### src/rtl/jcnt_pkg.sv
// Shared definitions for Johnson-code receive logic: state encoding and code helpers.
// The helpers take the word zero-extended to 32 bits plus the real width.
package jcnt_pkg;

  typedef enum logic [1:0] {
    HUNT    = 2'd0,
    CONFIRM = 2'd1,
    LOCKED  = 2'd2
  } jc_state_e;

  function automatic int jc_iw(input int w);
    return $clog2(2 * w);
  endfunction

  function automatic logic [31:0] jc_mask(input int w);
    logic [31:0] m;
    m = '0;
    for (int i = 0; i < 32; i++) begin
      if (i < w) m[i] = 1'b1;
    end
    return m;
  endfunction

  // Legal words are a run of ones anchored at bit 0, or its complement.
  function automatic logic jc_legal(input logic [31:0] q, input int w);
    logic [31:0] m;
    logic [31:0] v;
    m = jc_mask(w);
    v = q[w-1] ? (~q & m) : (q & m);
    return (v & (v + 32'd1)) == 32'd0;
  endfunction

  function automatic int jc_decode(input logic [31:0] q, input int w);
    int pop;
    pop = 0;
    for (int i = 0; i < 32; i++) begin
      if (i < w && q[i]) pop++;
    end
    return q[w-1] ? (2 * w - pop) : pop;
  endfunction

  function automatic logic [31:0] jc_next(input logic [31:0] q, input int w);
    return ((q << 1) | {31'd0, ~q[w-1]}) & jc_mask(w);
  endfunction

endpackage

### src/rtl/jcnt_code_decode.sv
// Combinational Johnson word classifier: legality flag and phase index.
module jcnt_code_decode
  import jcnt_pkg::*;
#(
  parameter int WIDTH = 4,
  parameter int IW    = 3
) (
  input  logic [WIDTH-1:0] q,
  output logic             legal,
  output logic [IW-1:0]    idx
);

  logic [31:0] qx;

  assign qx    = {{(32-WIDTH){1'b0}}, q};
  assign legal = jc_legal(qx, WIDTH);
  assign idx   = IW'(jc_decode(qx, WIDTH));

endmodule

### src/rtl/jcnt_rx.sv
// Johnson-code sequence monitor: decodes phase index, locks after LOCK_CNT successors,
// flags violations while locked. Optional macro JCNT_RX_STALL_EN accepts repeated words.
module jcnt_rx
  import jcnt_pkg::*;
#(
  parameter int WIDTH    = 4,
  parameter int LOCK_CNT = 2,
  localparam int IW      = jc_iw(WIDTH)
) (
  input  logic             clk,
  input  logic             rst,
  input  logic [WIDTH-1:0] q_in,
  input  logic             valid_in,
  output logic [IW-1:0]    idx,
  output logic             idx_valid,
  output logic             locked,
  output logic             err,
  output logic [7:0]       err_cnt
);

  jc_state_e        state, state_n;
  logic [3:0]       match_cnt, match_n;
  logic [WIDTH-1:0] prev, prev_n;
  logic [IW-1:0]    idx_n;
  logic             idx_valid_n, err_n;
  logic [7:0]       err_cnt_n;

  logic             legal;
  logic [IW-1:0]    dec_idx;
  logic             is_succ, is_stall;

  jcnt_code_decode #(.WIDTH(WIDTH), .IW(IW)) u_dec (
    .q     (q_in),
    .legal (legal),
    .idx   (dec_idx)
  );

  assign is_succ = (q_in == WIDTH'(jc_next({{(32-WIDTH){1'b0}}, prev}, WIDTH)));

`ifdef JCNT_RX_STALL_EN
  assign is_stall = (q_in == prev);
`else
  assign is_stall = 1'b0;
`endif

  always_comb begin
    state_n     = state;
    match_n     = match_cnt;
    prev_n      = prev;
    idx_n       = idx;
    idx_valid_n = 1'b0;
    err_n       = 1'b0;
    err_cnt_n   = err_cnt;
    if (valid_in) begin
      if (legal) begin
        idx_n       = dec_idx;
        idx_valid_n = 1'b1;
      end
      unique case (state)
        HUNT: begin
          if (legal) begin
            state_n = CONFIRM;
            match_n = 4'd1;
            prev_n  = q_in;
          end
        end
        CONFIRM: begin
          if (!legal) begin
            state_n = HUNT;
          end else if (is_succ) begin
            prev_n = q_in;
            // match_cnt counts the first sample, so lock once it has reached LOCK_CNT
            if (match_cnt >= 4'(LOCK_CNT)) state_n = LOCKED;
            else                           match_n = match_cnt + 4'd1;
          end else if (!is_stall) begin
            match_n = 4'd1;
            prev_n  = q_in;
          end
        end
        LOCKED: begin
          if (is_succ) begin
            prev_n = q_in;
          end else if (!is_stall) begin
            err_n = 1'b1;
            if (err_cnt != 8'hFF) err_cnt_n = err_cnt + 8'd1;
            if (legal) begin
              state_n = CONFIRM;
              match_n = 4'd1;
              prev_n  = q_in;
            end else begin
              state_n = HUNT;
            end
          end
        end
        default: state_n = HUNT;
      endcase
    end
  end

  always_ff @(posedge clk or posedge rst) begin
    if (rst) begin
      state     <= HUNT;
      match_cnt <= '0;
      prev      <= '0;
      idx       <= '0;
      idx_valid <= 1'b0;
      err       <= 1'b0;
      err_cnt   <= '0;
    end else begin
      state     <= state_n;
      match_cnt <= match_n;
      prev      <= prev_n;
      idx       <= idx_n;
      idx_valid <= idx_valid_n;
      err       <= err_n;
      err_cnt   <= err_cnt_n;
    end
  end

  assign locked = (state == LOCKED);

endmodule
### config.mk
export PLATFORM = sky130hd
export DESIGN_NAME = jcnt_rx
export DESIGN_NICKNAME = d
export VERILOG_FILES = /design/src/rtl/jcnt_pkg.sv /design/src/rtl/jcnt_code_decode.sv /design/src/rtl/jcnt_rx.sv
export SDC_FILE = /design/constraint.sdc
export NUM_CORES = 1
export LEC_CHECK = 0
export ABC_AREA = 1
export CORE_MARGIN = 3
export CORE_UTILIZATION = 48
export DETAILED_ROUTE_END_ITERATION = 10
export HOLD_SLACK_MARGIN = 0.06
export PLACE_DENSITY = 0.82
export SLEW_MARGIN = 5
export SYNTH_ARGS = -nofsm -noshare
export SYNTH_HDL_FRONTEND = slang
export SYNTH_SLANG_ARGS = --single-unit
### constraint.sdc
create_clock -name clk -period 1.2 [get_ports clk]
set_input_delay 0.24 -clock clk [delete_from_list [all_inputs] [get_ports clk]]
set_output_delay 0.24 -clock clk [all_outputs]
set_load 0.01 [all_outputs]
# --- Word level (Yosys, flattened, before mapping) ---
# Index checks and enable logic that the tools add are counted.
op_classes:
  n_reduce_logical: 10
  muxes: 27
  n_addsub: 7
  n_lt_le_gt_ge: 1
  eq_ne: 10
  bitwise_logic: 5
op_table:
  columns: ["cell", "n"]
  rows:
  - ["adder 32 x 1 -> 32 bit (second input constant)", 1]
  - ["AND 32 bit", 1]
  - ["logical NOT 32 bit", 1]
  - ["2-to-1 mux 4 bit", 8]
  - ["2-to-1 mux 3 bit", 4]
  - ["case mux 4 bit (3 select lines)", 1]
  - ["2-to-1 mux 2 bit", 5]
  - ["AND reduction 5 bit", 2]
  - ["inequality test 3 bit (second input constant)", 3]
  - ["adder 8 x 1 -> 8 bit (second input constant)", 1]
  - ["inequality test 8 bit (second input constant)", 1]
  - ["case mux 4 bit (2 select lines)", 1]
  - ["2-to-1 mux 1 bit", 7]
  - ["adder 3 x 2 -> 3 bit (second input constant)", 2]
  - ["inequality test 2 bit (second input constant)", 3]
  - ["case mux 2 bit (3 select lines)", 1]
  - ["adder 4 x 1 -> 4 bit (second input constant)", 1]
  - ["== test 4 bit", 1]
  - ["greater-or-equal comparator 4 x 2 -> 1 bit (second input constant)", 1]
  - ["NOT 4 bit", 1]
  - ["bitwise OR 4 x 1 -> 4 bit", 1]
  - ["AND reduction 2 bit", 2]
  - ["AND reduction 4 bit", 1]
  - ["nonzero test 3 bit", 1]
  - ["other kinds (8)", 9]
word_totals:
  ff_bits: 23
  word_cells: 67
  out_inout_bits: 14

# --- Longest topological paths before layout ---
# Gate-level depths: netlist of the first run.
depth:
  depth_word: 9
  ltp_mapped: 11
  ltp_nobuf: 11

# --- Cells and area by module ---
# A second synthesis of the first run with hierarchy kept.
unflattened:
  cells_unflattened: 203
  hier_area_um2: 1487.7
by_module_without_submodules:
  columns: ["mod", "n_inst", "cells_each", "area_each_um2"]
  rows:
  - ["jcnt_rx", 1, 161, 1234.9]
  - ["jcnt_code_decode", 1, 42, 252.7]

# --- Worst setup path after synthesis of the first run ---
# OpenSTA, ideal clock, no wires.
synth_timing:
  path_kind: "input port to flip-flop"
  startpoint: "input port q_in[0]"
  endpoint: "register idx[2]"
  arrival_time_ps: 1809
  setup_time_ps: 83
  path_slack_ps: -691
  required_ps: 1117
  path_stages: 11
  n_path_buf: 0
  path_cell_list: "inv_2 > ha_1 > xnor2_1 > inv_1 > ha_1 > o21ai_0 > ha_1 > a21oi_1 > o21ai_0 > xnor2_1 > o21ai_0"
synth_between:
  elab_chain_len: 9
synth_rtl:
  columns: ["item", "line_no", "text"]
  rows:
  - ["start: declaration", "jcnt_rx.sv:12", "input logic [WIDTH-1:0] q_in,"]
  - ["2-to-1 mux 1 bit", "jcnt_pkg.sv:37", "if (i < w && q[i]) pop++;"]
  - ["adder 1 x 1 -> 2 bit", "jcnt_pkg.sv:37", null]
  - ["2-to-1 mux 3 bit", "jcnt_pkg.sv:37", null]
  - ["adder 3 x 2 -> 3 bit", "jcnt_pkg.sv:37", null]
  - ["2-to-1 mux 3 bit", "jcnt_pkg.sv:37", null]
  - ["adder 3 x 2 -> 3 bit", "jcnt_pkg.sv:37", null]
  - ["2-to-1 mux 3 bit", "jcnt_pkg.sv:37", null]
  - ["subtractor 1 x 3 -> 3 bit", "jcnt_pkg.sv:39", "return q[w-1] ? (2 * w - pop) : pop;"]
  - ["2-to-1 mux 3 bit", "jcnt_pkg.sv:39", null]
  - ["end signal: assignment", "jcnt_rx.sv:113", "idx <= idx_n;"]
  - ["end: declaration", "jcnt_rx.sv:14", "output logic [IW-1:0] idx,"]
# Parallel ways exist; a longest one is shown, timed or not.
# A chain may end at the register's enable or synchronous reset.

# --- Worst setup path after layout of the first run ---
layout_timing:
  startpoint: "input port q_in[1]"
  endpoint: "register idx[2]"
layout_between:
  elab_chain_len: 7
layout_rtl:
  columns: ["item", "line_no"]
  rows:
  - ["2-to-1 mux 3 bit", "jcnt_pkg.sv:37"]
  - ["adder 3 x 2 -> 3 bit", "jcnt_pkg.sv:37"]
  - ["2-to-1 mux 3 bit", "jcnt_pkg.sv:37"]
  - ["adder 3 x 2 -> 3 bit", "jcnt_pkg.sv:37"]
  - ["2-to-1 mux 3 bit", "jcnt_pkg.sv:37"]
  - ["subtractor 1 x 3 -> 3 bit", "jcnt_pkg.sv:39"]
  - ["2-to-1 mux 3 bit", "jcnt_pkg.sv:39"]
# Parallel ways exist; a longest one is shown, timed or not.

==> impl_metrics.csv, run 1 <==
group,metric,value,unit
layout,multi_input_area,0.001041,mm²
timing,rsz0062_at_grt,"yes",
worst_setup_path,r2r_setup_slack,-470,ps
route,finalWirelength,7.099,mm
power_and_ir_drop,power_density,1635,mW/mm²
worst_setup_path,path_class,"input pin to register",
worst_setup_path,crit_end,"idx[2]",
clock_tree,cts_root_buf,"clkbuf_4",
synth,syn_nets,195,
power_and_ir_drop,p_leak,1.215,nW
timing,fin_skew,11.21,ps
floorplan,die_h,60.01,µm
synth,yosysTopAreaCell,"dfrtp_1",
worst_setup_path,startpoint_type,"input pin",
power_and_ir_drop,ir_worst_vdd,0.001600,V
synth,synth-main-ff-cell,"dfrtp_1",
worst_setup_path,crit_chain,"buf_12 > inv_12 > ha_4 > xnor2_2 > inv_1 > ha_4 > o21ai_4 > ha_4 > a21oi_2 > o21ai_2 > xnor2_1 > o21ai_1",
layout,antennaDiodeCount,0,
worst_setup_path,reg2reg_depth,8,
synth,ys_ff_latch,23,
route,final_antenna_net_count,0,
worst_setup_path,critPathCaptureType,"register",
worst_setup_path,slowest_delay,300,ps
timing,fin_crit,1691,ps
layout,area_growth_syn_to_layout,77.48,%
synth,synth_edf_count,0,
floorplan,num_rows,18,
layout,fillers,69,
place,port_buffers,20,
layout,final-seq-area,575.6,µm²
place,place_congestion,0.8223,
global_routing,grt_remaining_overflow,0,
clock_tree,htree_num_levels,1,
synth,synthArstFlopShare,1.000,
layout,utilization,0.9511,
synth,yosysUniqueCellTypes,21,
place,dp_hpwl,2.643,mm
clock_tree,clockBufferDepth,2,
worst_setup_path,timing.rr.end,"prev[0]",
route,routedWlPerCell,24.06,µm
worst_setup_path,rr_startpoint,"prev[1]",
clock_tree,cts_buffers,3,
place,post-place-ws,-1303,ps
job,max_cap_viol_count,0,
worst_setup_path,critPathMaxFanout,2,
timing,layout_setup_ws,-490.6,ps
route,drc,0,
global_routing,grt_pass1_vias,1826,
global_routing,grt_max_degree,24,
synth,synthCells,181,
synth,synth_common_cells,"nand2_1, inv_1, dfrtp_1",
global_routing,grt_pass1_wl,8.825,mm
clock_tree,clock_latency,340,ps
worst_setup_path,crit_path_frequent_cell,"ha_4",
timing,worst_pin_slew,337.1,ps
timing,slew_viol_final,0,
timing,setup_viol,28,
synth,syn_avg_cell_area,7.735,µm²
synth,synth_top_area_share,0.4111,
timing,max_freq,591.5,MHz
route,vias_per_cell,6.349,
synth,ys_seq_area_frac,0.4111,
clock_tree,cts.sinks,23,
route,drtIter0Drc,173,
timing,max-slew-margin-rel,0.7729,
layout,drive_gt1_frac,0.6302,
synth,synth_warnings,0,
floorplan,dieArea,0.003601,mm²
status,status,"complete, but fails checks",
worst_setup_path,cp.arrival,1940,ps
worst_setup_path,cp.required,1450,ps
global_routing,antenna_found_initial,0,
worst_setup_path,cp-startpoint,"q_in[1]",
layout,fin_nets,280,
floorplan,io_pins,21,
layout,finalInstanceArea,0.002485,mm²
synth,netlist_area,0.001400,mm²
timing,final.period_utilization,1.409,
worst_hold_path,min-delay-path-class,"input pin to async pin",
clock_tree,clkTransAtPathRegs,170,ps
route,first_pass_iters,5,
floorplan,die_w,60.01,µm
synth,yosysMostFrequentCell,"nand2_1",
clock_tree,ctsHoldBuffers,0,
worst_setup_path,worst_path_max_delay_cell,"ha_4",
place,dpl_cell_area,0.001967,mm²
clock_tree,cts_tree,"yes",
global_routing,grt_use_total,0.3335,
route,vias,1873,
floorplan,initial_core_util,0.5359,
floorplan,core_area,0.002613,mm²
synth,ys_top_cells_by_area,"dfrtp_1, nand2_1, inv_1, ha_1, nor2_1",
status,violations,"setup timing",
timing,hold_violations,0,
-- metal layers --
layer | GRT usage | up-vias | share of wire
met1 | 0.3645 | 895 | 0.36
li1 | - | 732 | -
met2 | 0.5880 | 178 | 0.46
met5 | 0 | - | 0
met4 | 0.2089 | 0 | 0.084
met3 | 0.05832 | 68 | 0.10
-- metrics by stage --
stage / hold WS (ps) / setup TNS, ps / cells / total power, W
after floorplan: 241.9 / -1688 / 181 / 0.001775
after global placement: 471.6 / -15120 / 267 / 0.002414
after detailed placement: 478.0 / -16340 / 267 / 0.002495
after CTS: 237.5 / -3297 / 284 / 0.003236
after global routing: 236.1 / -8487 / 295 / 0.004156
final: 207.9 / -7924 / 295 / 0.004063
-- power breakdown --
| part | internal [W] | leakage [nW] | switching [W] |
|---|---|---|---|
| Sequential | 0.000952 | 0.297 | 0.000166 |
| Clock | 0.000131 | 0.0150 | 0.000307 |
| Combinational | 0.00118 | 0.903 | 0.00133 |
| Total | 0.00227 | 1.21 | 0.00180 |
-- worst max-delay path: cells and delay by family --
family	cells	cell delay [ps]
compound gates	4	380
fa+ha+maj	3	720
buf+inv	3	240
xor+xnor	2	370
-- worst min-delay path by stage --
stage | startpoint | cells after the start | end
4_1_cts | rst | 3 | err_cnt[3]
3_5_place_dp | idx[0] | 2 | idx[0]
6_report | rst | 3 | err_cnt[1]
3_3_place_gp | idx[0] | 2 | idx[0]
2_1_floorplan | rst | 1 | err
5_1_grt | rst | 3 | err_cnt[2]
-- cell usage in the layout, fill, tap and decap left out, types with 7 or more instances in the layout --
master,n
nor2_4,8
buf_4,48
inv_1,11
nand2_1,28
o21ai_1,8
buf_6,17
dfrtp_1,23
nand2_2,20
nand2_4,7
inv_2,14
-- cells by family after synthesis --
family                     count (synthesis)  synth area share
and+or+nand+nor                           91            0.2976
buffers and inverters                     29           0.08311
DFF                                       23            0.4111
AOI/OAI and AO/OA                         21           0.08311
xor gates and xnor gates                  10           0.06255
adders and majority gates                  7           0.06255
-- sequential cells by signal, summed over array words and instances, names as in the netlist --
register and flops:
err 1, err_cnt 8, idx 3, idx_valid 1
match_cnt 4, prev 4, state 2
-- area by class of cell --
class | instances | area share
clock buffers | 4 | 0.01057
inverters | 28 | 0.04935
multi-input cells | 129 | 0.4189
flip-flops and latches | 23 | 0.2316
well taps | 30 | 0.01511
repair buffers | 81 | 0.2744
-- what timing repair did --
action                     in CTS  in global routing
gates resized for setup        98                 74
gates cloned                    0                  0
pin swaps                      23                 26
buffers inserted               14                 14
setup endpoints to repair      36                 33
No activity file was read; power rests on OpenSTA's default activity.
==> run 2: changes to the inputs <==
--- a/config.mk
+++ b/config.mk
@@ -7,11 +7,14 @@
 export LEC_CHECK = 0
 export ABC_AREA = 1
 export CORE_MARGIN = 3
-export CORE_UTILIZATION = 48
+export CORE_UTILIZATION = 49
+export CTS_CLUSTER_DIAMETER = 60
 export DETAILED_ROUTE_END_ITERATION = 10
+export GPL_TIMING_DRIVEN = 0
 export HOLD_SLACK_MARGIN = 0.06
-export PLACE_DENSITY = 0.82
+export PLACE_DENSITY = 0.83
 export SLEW_MARGIN = 5
 export SYNTH_ARGS = -nofsm -noshare
 export SYNTH_HDL_FRONTEND = slang
+export SYNTH_HIERARCHICAL = 1
 export SYNTH_SLANG_ARGS = --single-unit
==> run 2 against run 1 <==
- the flow finishes with violations (DRC, setup timing)
- non-clock buffer count is 15 lower
- highest routed layer is now met5
- via count is 5.9% lower
- global-route usage is 8.3 points lower
- largest cell class unchanged
- core utilization is 10 points lower
==> impl_metrics.csv, run 2 <==
group,metric,value,unit
layout,fin_nets,286,
timing,fin_crit,1562,ps
route,vias_per_cell,5.857,
timing,setup_viol,26,
route,vias,1763,
clock_tree,clkTransAtPathRegs,120,ps
power_and_ir_drop,p_leak,1.272,nW
synth,synth_edf_count,0,
route,routedWlPerCell,19.06,µm
clock_tree,ctsHoldBuffers,0,
timing,max_freq,640.3,MHz
clock_tree,clock_latency,340,ps
floorplan,dieArea,0.003733,mm²
clock_tree,cts_tree,"yes",
worst_hold_path,min-delay-path-class,"input pin to register",
layout,stdcell_count,301,
layout,final_common_cell,"nand2_1",
floorplan,die_h,61.10,µm
synth,yosysMostFrequentCell,"nand2_1",
route,finalWirelength,5.737,mm
layout,fillers,143,
layout,utilization,0.8487,
global_routing,grt_pass1_vias,1582,
floorplan,io_pins,21,
timing,max-slew-margin-rel,0.4101,
floorplan,die_w,61.10,µm
timing,layout_setup_ws,-361.7,ps
layout,largest_register_ffs,8,
place,post-place-ws,-1288,ps
global_routing,grt_max_degree,24,
global_routing,grt_pass1_wl,6.837,mm
timing,worst_pin_slew,883.9,ps
place,place_congestion,0.8222,
synth,ys_ff_latch,23,
timing,hold_violations,0,
synth,ys_top_cells_by_area,"dfrtp_1, nand2_1, inv_1, ha_1, nand3_1",
synth,yosysTopAreaCell,"dfrtp_1",
job,max_cap_viol_count,0,
synth,syn_avg_cell_area,7.328,µm²
route,first_pass_iters,10,
synth,synth_compound_area_frac,0.04205,
power_and_ir_drop,ir_worst_vdd,0.001401,V
synth,yosys.area_share.xor_xnor,0.05803,
synth,netlist_area,0.001488,mm²
layout,multi_input_area,0.001051,mm²
synth,synth_common_cells,"nand2_1, inv_1, dfrtp_1",
floorplan,core_area,0.002829,mm²
floorplan,num_rows,19,
synth,synth_top_family_by_area,"simple AND/OR/NAND/NOR gates",
layout,area_growth_syn_to_layout,61.40,%
worst_setup_path,cp.required,1450,ps
place,dp_cells,254,
place,dp_hpwl,2.072,mm
clock_tree,cts.sinks,23,
synth,synth_warnings,6,
layout,drive_gt1_frac,0.5074,
place,port_buffers,20,
clock_tree,cts_root_buf,"clkbuf_4",
clock_tree,htree_num_levels,1,
synth,yosysUniqueCellTypes,25,
synth,synthCells,203,
worst_setup_path,path_class,"input pin to register",
synth,synth-adder-area-share,0.06728,
floorplan,initial_core_util,0.5259,
layout,antennaDiodeCount,0,
synth,ys_seq_area_frac,0.3869,
clock_tree,cts_buffers,3,
layout,regMostFlops,"err_cnt",
route,drc,1,
worst_setup_path,critPathMaxFanout,4,
synth,synth_top_area_share,0.3869,
route,drtIter0Drc,170,
timing,fin_skew,1.863,ps
layout,mostFrequentLayoutCells,"nand2_1, buf_4, nand2_2, dfrtp_1, buf_6",
synth,synthMuxAreaShare,0,
timing,rsz0062_at_grt,"yes",
status,status,"complete, but fails checks",
worst_setup_path,critPathCaptureType,"register",
power_and_ir_drop,power_density,1528,mW/mm²
status,violations,"DRC, setup timing",
route,final_antenna_net_count,0,
clock_tree,clockBufferDepth,2,
timing,final.period_utilization,1.301,
global_routing,antenna_found_initial,0,
synth,synthArstFlopShare,1.000,
layout,top_regs,"err_cnt x8, match_cnt x4, prev x4",
global_routing,grt_remaining_overflow,0,
timing,slew_viol_final,0,
synth,synthSimpleGateAreaFrac,0.3516,
worst_setup_path,cp.arrival,1810,ps
global_routing,grt_use_total,0.2501,
layout,final-seq-area,578.1,µm²
synth,syn_nets,218,
synth,synth-main-ff-cell,"dfrtp_1",
worst_setup_path,startpoint_type,"input pin",
run 2: changes by cell type after synthesis, sizes merged, moves of 2 or more:
cell,previous run,this run
nand2,55,83
o21ai,18,7
nor2,19,13
nand4,0,3
a21oi,3,1
buf,1,3
inv,28,30
nor3,3,5
o211ai,0,2
run 2: worst max-delay path: stages:
cell and delay (ps):
buf_12 110, inv_8 50, ha_4 200, xor2_2 150, ha_1 320, nand2_1 110, nand2_1 80, inv_2 70
ha_4 130, inv_2 30, nand2_2 60, nand3_2 60, nand2_1 60, nand2_1 40, nand2_1 60, nand2_1 40
run 2: layout make-up:
class                      instances  area share
timing repair buffer              63      0.2262
sequential                        23      0.2408
multi-input combinational        147      0.4377
clock buffer                       4     0.01094
inverter                          30     0.05420
tap                               31     0.01615
buffer                             3     0.01407
run 2: per-stage QoR:
stage	power [W]	cell area, µm²	TNS [ps]	hold slack [ps]
5_1_grt	0.003827	2401	-7671	214.7
3_5_place_dp	0.002096	1792	-21890	469.7
6_report	0.003668	2401	-6424	196.7
2_1_floorplan	0.001726	1553	-1824	241.9
3_3_place_gp	0.002068	1792	-21140	468.8
4_1_cts	0.003036	2223	-2854	186.1
run 2: metal layers:
metal | vias up | routed length (µm) | track usage
li1 | 757 | - | -
met1 | 826 | 2080 | 0.2779
met2 | 134 | 2773 | 0.4199
met3 | 44 | 474 | 0.07966
met4 | 2 | 373 | 0.1424
met5 | - | 35 | 0
run 2: final timing paths:
| kind | cells past startpoint | to | start | slack [ps] |
|---|---|---|---|---|
| setup reg to reg | 8 | err_cnt[1] | err_cnt[0] | -330 |
| min in group asynchronous | 2 | err_cnt[3] | rst | 360 |
| max in group asynchronous | 2 | err_cnt[6] | rst | 240 |
| hold reg to reg | 2 | match_cnt[3] | match_cnt[3] | 530 |
| hold / removal | 3 | prev[2] | q_in[2] | 200 |
| setup / recovery | 16 | idx[2] | q_in[1] | -360 |
run 2: power by group:
group / internal, W / total, W / leakage [nW] / switching (W)
clock: 0.000131 / 0.000391 / 0.0150 / 0.000260
sequential: 0.000937 / 0.00110 / 0.296 / 0.000160
combinational: 0.00107 / 0.00218 / 0.961 / 0.00111
run 2: timing repair:
| action | CTS | global route |
|---|---|---|
| setup buffers | 33 | 10 |
| pin swaps | 24 | 29 |
| gates cloned | 1 | 0 |
| endpoints found under the setup margin | 37 | 33 |
| gates resized for setup | 107 | 50 |
| hold endpoints to repair | 0 | 0 |
run 2: logic make-up (layout without fill, tap and decap cells):
family | count (synthesis) | after routing
simple gates | 119 | 119
buf+inv | 33 | 100
flops | 23 | 23
compound gates | 11 | 11
xor+xnor | 9 | 9
fa+ha+maj | 8 | 8
==> run 3: changes to the inputs <==
--- a/config.mk
+++ b/config.mk
@@ -6,6 +6,7 @@
 export NUM_CORES = 1
 export LEC_CHECK = 0
 export ABC_AREA = 1
+export CORE_ASPECT_RATIO = 0.5
 export CORE_MARGIN = 3
 export CORE_UTILIZATION = 49
 export CTS_CLUSTER_DIAMETER = 60
==> run 3 against run 2 <==
- the flow finishes with violations (setup timing)
- design area is 1.4% lower
- worst hold slack better by 49 ps
- first-iteration DRC count is 8.8% higher
- total power is 5.3% lower
- via count is 0.11% lower
- die area is 1.1% higher
- sequential power hardly changed
- register-to-register slack worse by 100 ps
- worst setup slack worse by 72 ps
- critical path type is now register to register
- largest cell class unchanged
- largest power group unchanged
==> impl_metrics.csv, run 3 (synthesized netlist as in run 2, its figures left out) <==
group,metric,value,unit
worst_setup_path,path_class,"register to register",
worst_hold_path,min-delay-path-class,"input pin to register",
place,port_buffers,20,
timing,rsz0062_at_grt,"yes",
worst_setup_path,rr_startpoint,"prev[2]",
layout,stdcell_count,299,
place,post-place-ws,-1286,ps
route,drtIter0Drc,185,
timing,final.period_utilization,1.362,
clock_tree,cts.sinks,23,
clock_tree,clkTransAtPathRegs,100,ps
layout,drive_gt1_frac,0.4542,
clock_tree,cts_root_buf,"clkbuf_8",
route,finalWirelength,5.644,mm
clock_tree,cts_tree,"yes",
floorplan,die_h,44.96,µm
place,dp_cells,260,
worst_setup_path,crit_end,"match_cnt[1]",
global_routing,grt_pass1_vias,1457,
worst_setup_path,critPathCaptureType,"register",
global_routing,grt_pass1_wl,6.920,mm
floorplan,dieArea,0.003773,mm²
route,vias_per_cell,5.890,
worst_setup_path,cp.arrival,1850,ps
route,drc,0,
global_routing,grt_use_total,0.2353,
clock_tree,clock_latency,290,ps
power_and_ir_drop,ir_worst_vdd,0.0008865,V
place,dp_hpwl,2.299,mm
worst_setup_path,critPathMaxFanout,3,
worst_setup_path,r2r_setup_slack,-430,ps
status,violations,"setup timing",
layout,fin_nets,278,
global_routing,grt_remaining_overflow,0,
route,routedWlPerCell,18.88,µm
floorplan,initial_core_util,0.5444,
layout,top_regs,"err_cnt x8, match_cnt x4, prev x4",
place,place_congestion,0.8022,
timing,max_freq,612.0,MHz
status,status,"complete, but fails checks",
floorplan,die_w,83.93,µm
power_and_ir_drop,p_leak,1.213,nW
layout,multi_input_area,0.001025,mm²
timing,fin_skew,14.29,ps
layout,utilization,0.8663,
clock_tree,clockBufferDepth,2,
layout,largest_register_ffs,8,
timing,setup_tns,-6496,ps
floorplan,num_rows,13,
route,final_antenna_net_count,0,
clock_tree,cts_buffers,3,
timing,worst_pin_slew,532.7,ps
layout,final-seq-area,580.6,µm²
global_routing,grt_max_degree,24,
job,max_cap_viol_count,0,
route,vias,1761,
timing,setup_viol,25,
timing,hold_violations,0,
layout,final_common_cell,"nand2_1",
floorplan,core_area,0.002733,mm²
layout,fillers,123,
layout,antennaDiodeCount,0,
worst_setup_path,startpoint_type,"register",
worst_setup_path,cp-startpoint,"prev[2]",
power_and_ir_drop,power_density,1468,mW/mm²
floorplan,io_pins,21,
clock_tree,htree_num_levels,1,
timing,max-slew-margin-rel,0.6441,
worst_setup_path,reg2reg_depth,10,
route,first_pass_iters,6,
timing,layout_setup_ws,-434.1,ps
timing,slew_viol_final,0,
layout,area_growth_syn_to_layout,59.13,%
layout,mostFrequentLayoutCells,"nand2_1, buf_4, nand2_2, dfrtp_1, inv_1",
global_routing,antenna_found_initial,0,
worst_setup_path,timing.rr.end,"match_cnt[1]",
power_and_ir_drop,p_total,0.003475,W
timing,fin_crit,1634,ps
worst_setup_path,cp.required,1420,ps
layout,regMostFlops,"err_cnt",
[run 3: changes by cell type in the layout (fill, tap and decap cells not counted), moves of 3 or more]
cell             previous run  this run
buf_4                      31        28
buf_6                      20        11
clkbuf_2                    7         1
clkbuf_4                    3         0
clkbuf_8                    0         3
clkdlybuf4s15_1             0        10
o21ai_1                     3         6
o21ai_2                     4         1
[run 3: per-layer routing]
layer,global-route usage,share of wire
met5,0,0
met4,0.09615,0.081
met3,0.05647,0.088
met2,0.4408,0.46
met1,0.2692,0.37
[run 3: how the worst min path moves through the flow]
stage,end,slack (ps),cells after the start,start
after CTS,prev[2],240,3,q_in[2]
final,prev[2],250,3,q_in[2]
after detailed placement,idx[2],470,2,idx[2]
after global placement,idx[0],460,2,idx[0]
after global routing,prev[2],250,3,q_in[2]
after floorplan,err,240,1,rst
[run 3: repair_timing]
item                                    4_1_cts  5_1_grt
resized for setup                            69       61
endpoints found under the setup margin       37       38
cloned                                        0        1
pin swaps                                    23       25
buffers inserted                             29        5
hold buffers                                  0        0
[run 3: area by class of cell]
cell class                      count  share of cell area
Buffer                              3             0.01427
Sequential cell                    23              0.2452
Clock inverter                      1            0.002114
Multi-Input combinational cell    147              0.4329
Tap cell                           37             0.01956
Inverter                           30             0.05761
Clock buffer                        3             0.01744
Timing Repair Buffer               55              0.2109
[run 3: per-stage QoR]
| stage | instance area, µm² | hold slack, ps |
|---|---|---|
| floorplan | 1553 | 241.9 |
| global placement | 1799 | 463.5 |
| detailed placement | 1799 | 472.5 |
| CTS | 2147 | 237.1 |
| global route | 2367 | 247.9 |
| finish | 2367 | 245.6 |
[run 3: power breakdown]
group	total, W	switching (W)	internal (W)
logic	0.00186	0.00103	0.000835
registers	0.00108	0.000142	0.000940
clock network	0.000532	0.000298	0.000234
total	0.00347	0.00147	0.00201
[run 3: critical path: stages (launching register included)]
cell	delay (ps)
dfrtp_1	400
inv_1	70
nand2_1	110
nand2_2	80
nor2_4	220
nand3_2	150
nand2_1	190
inv_1	110
nand2_4	110
nand2_2	50
nand2_1	100
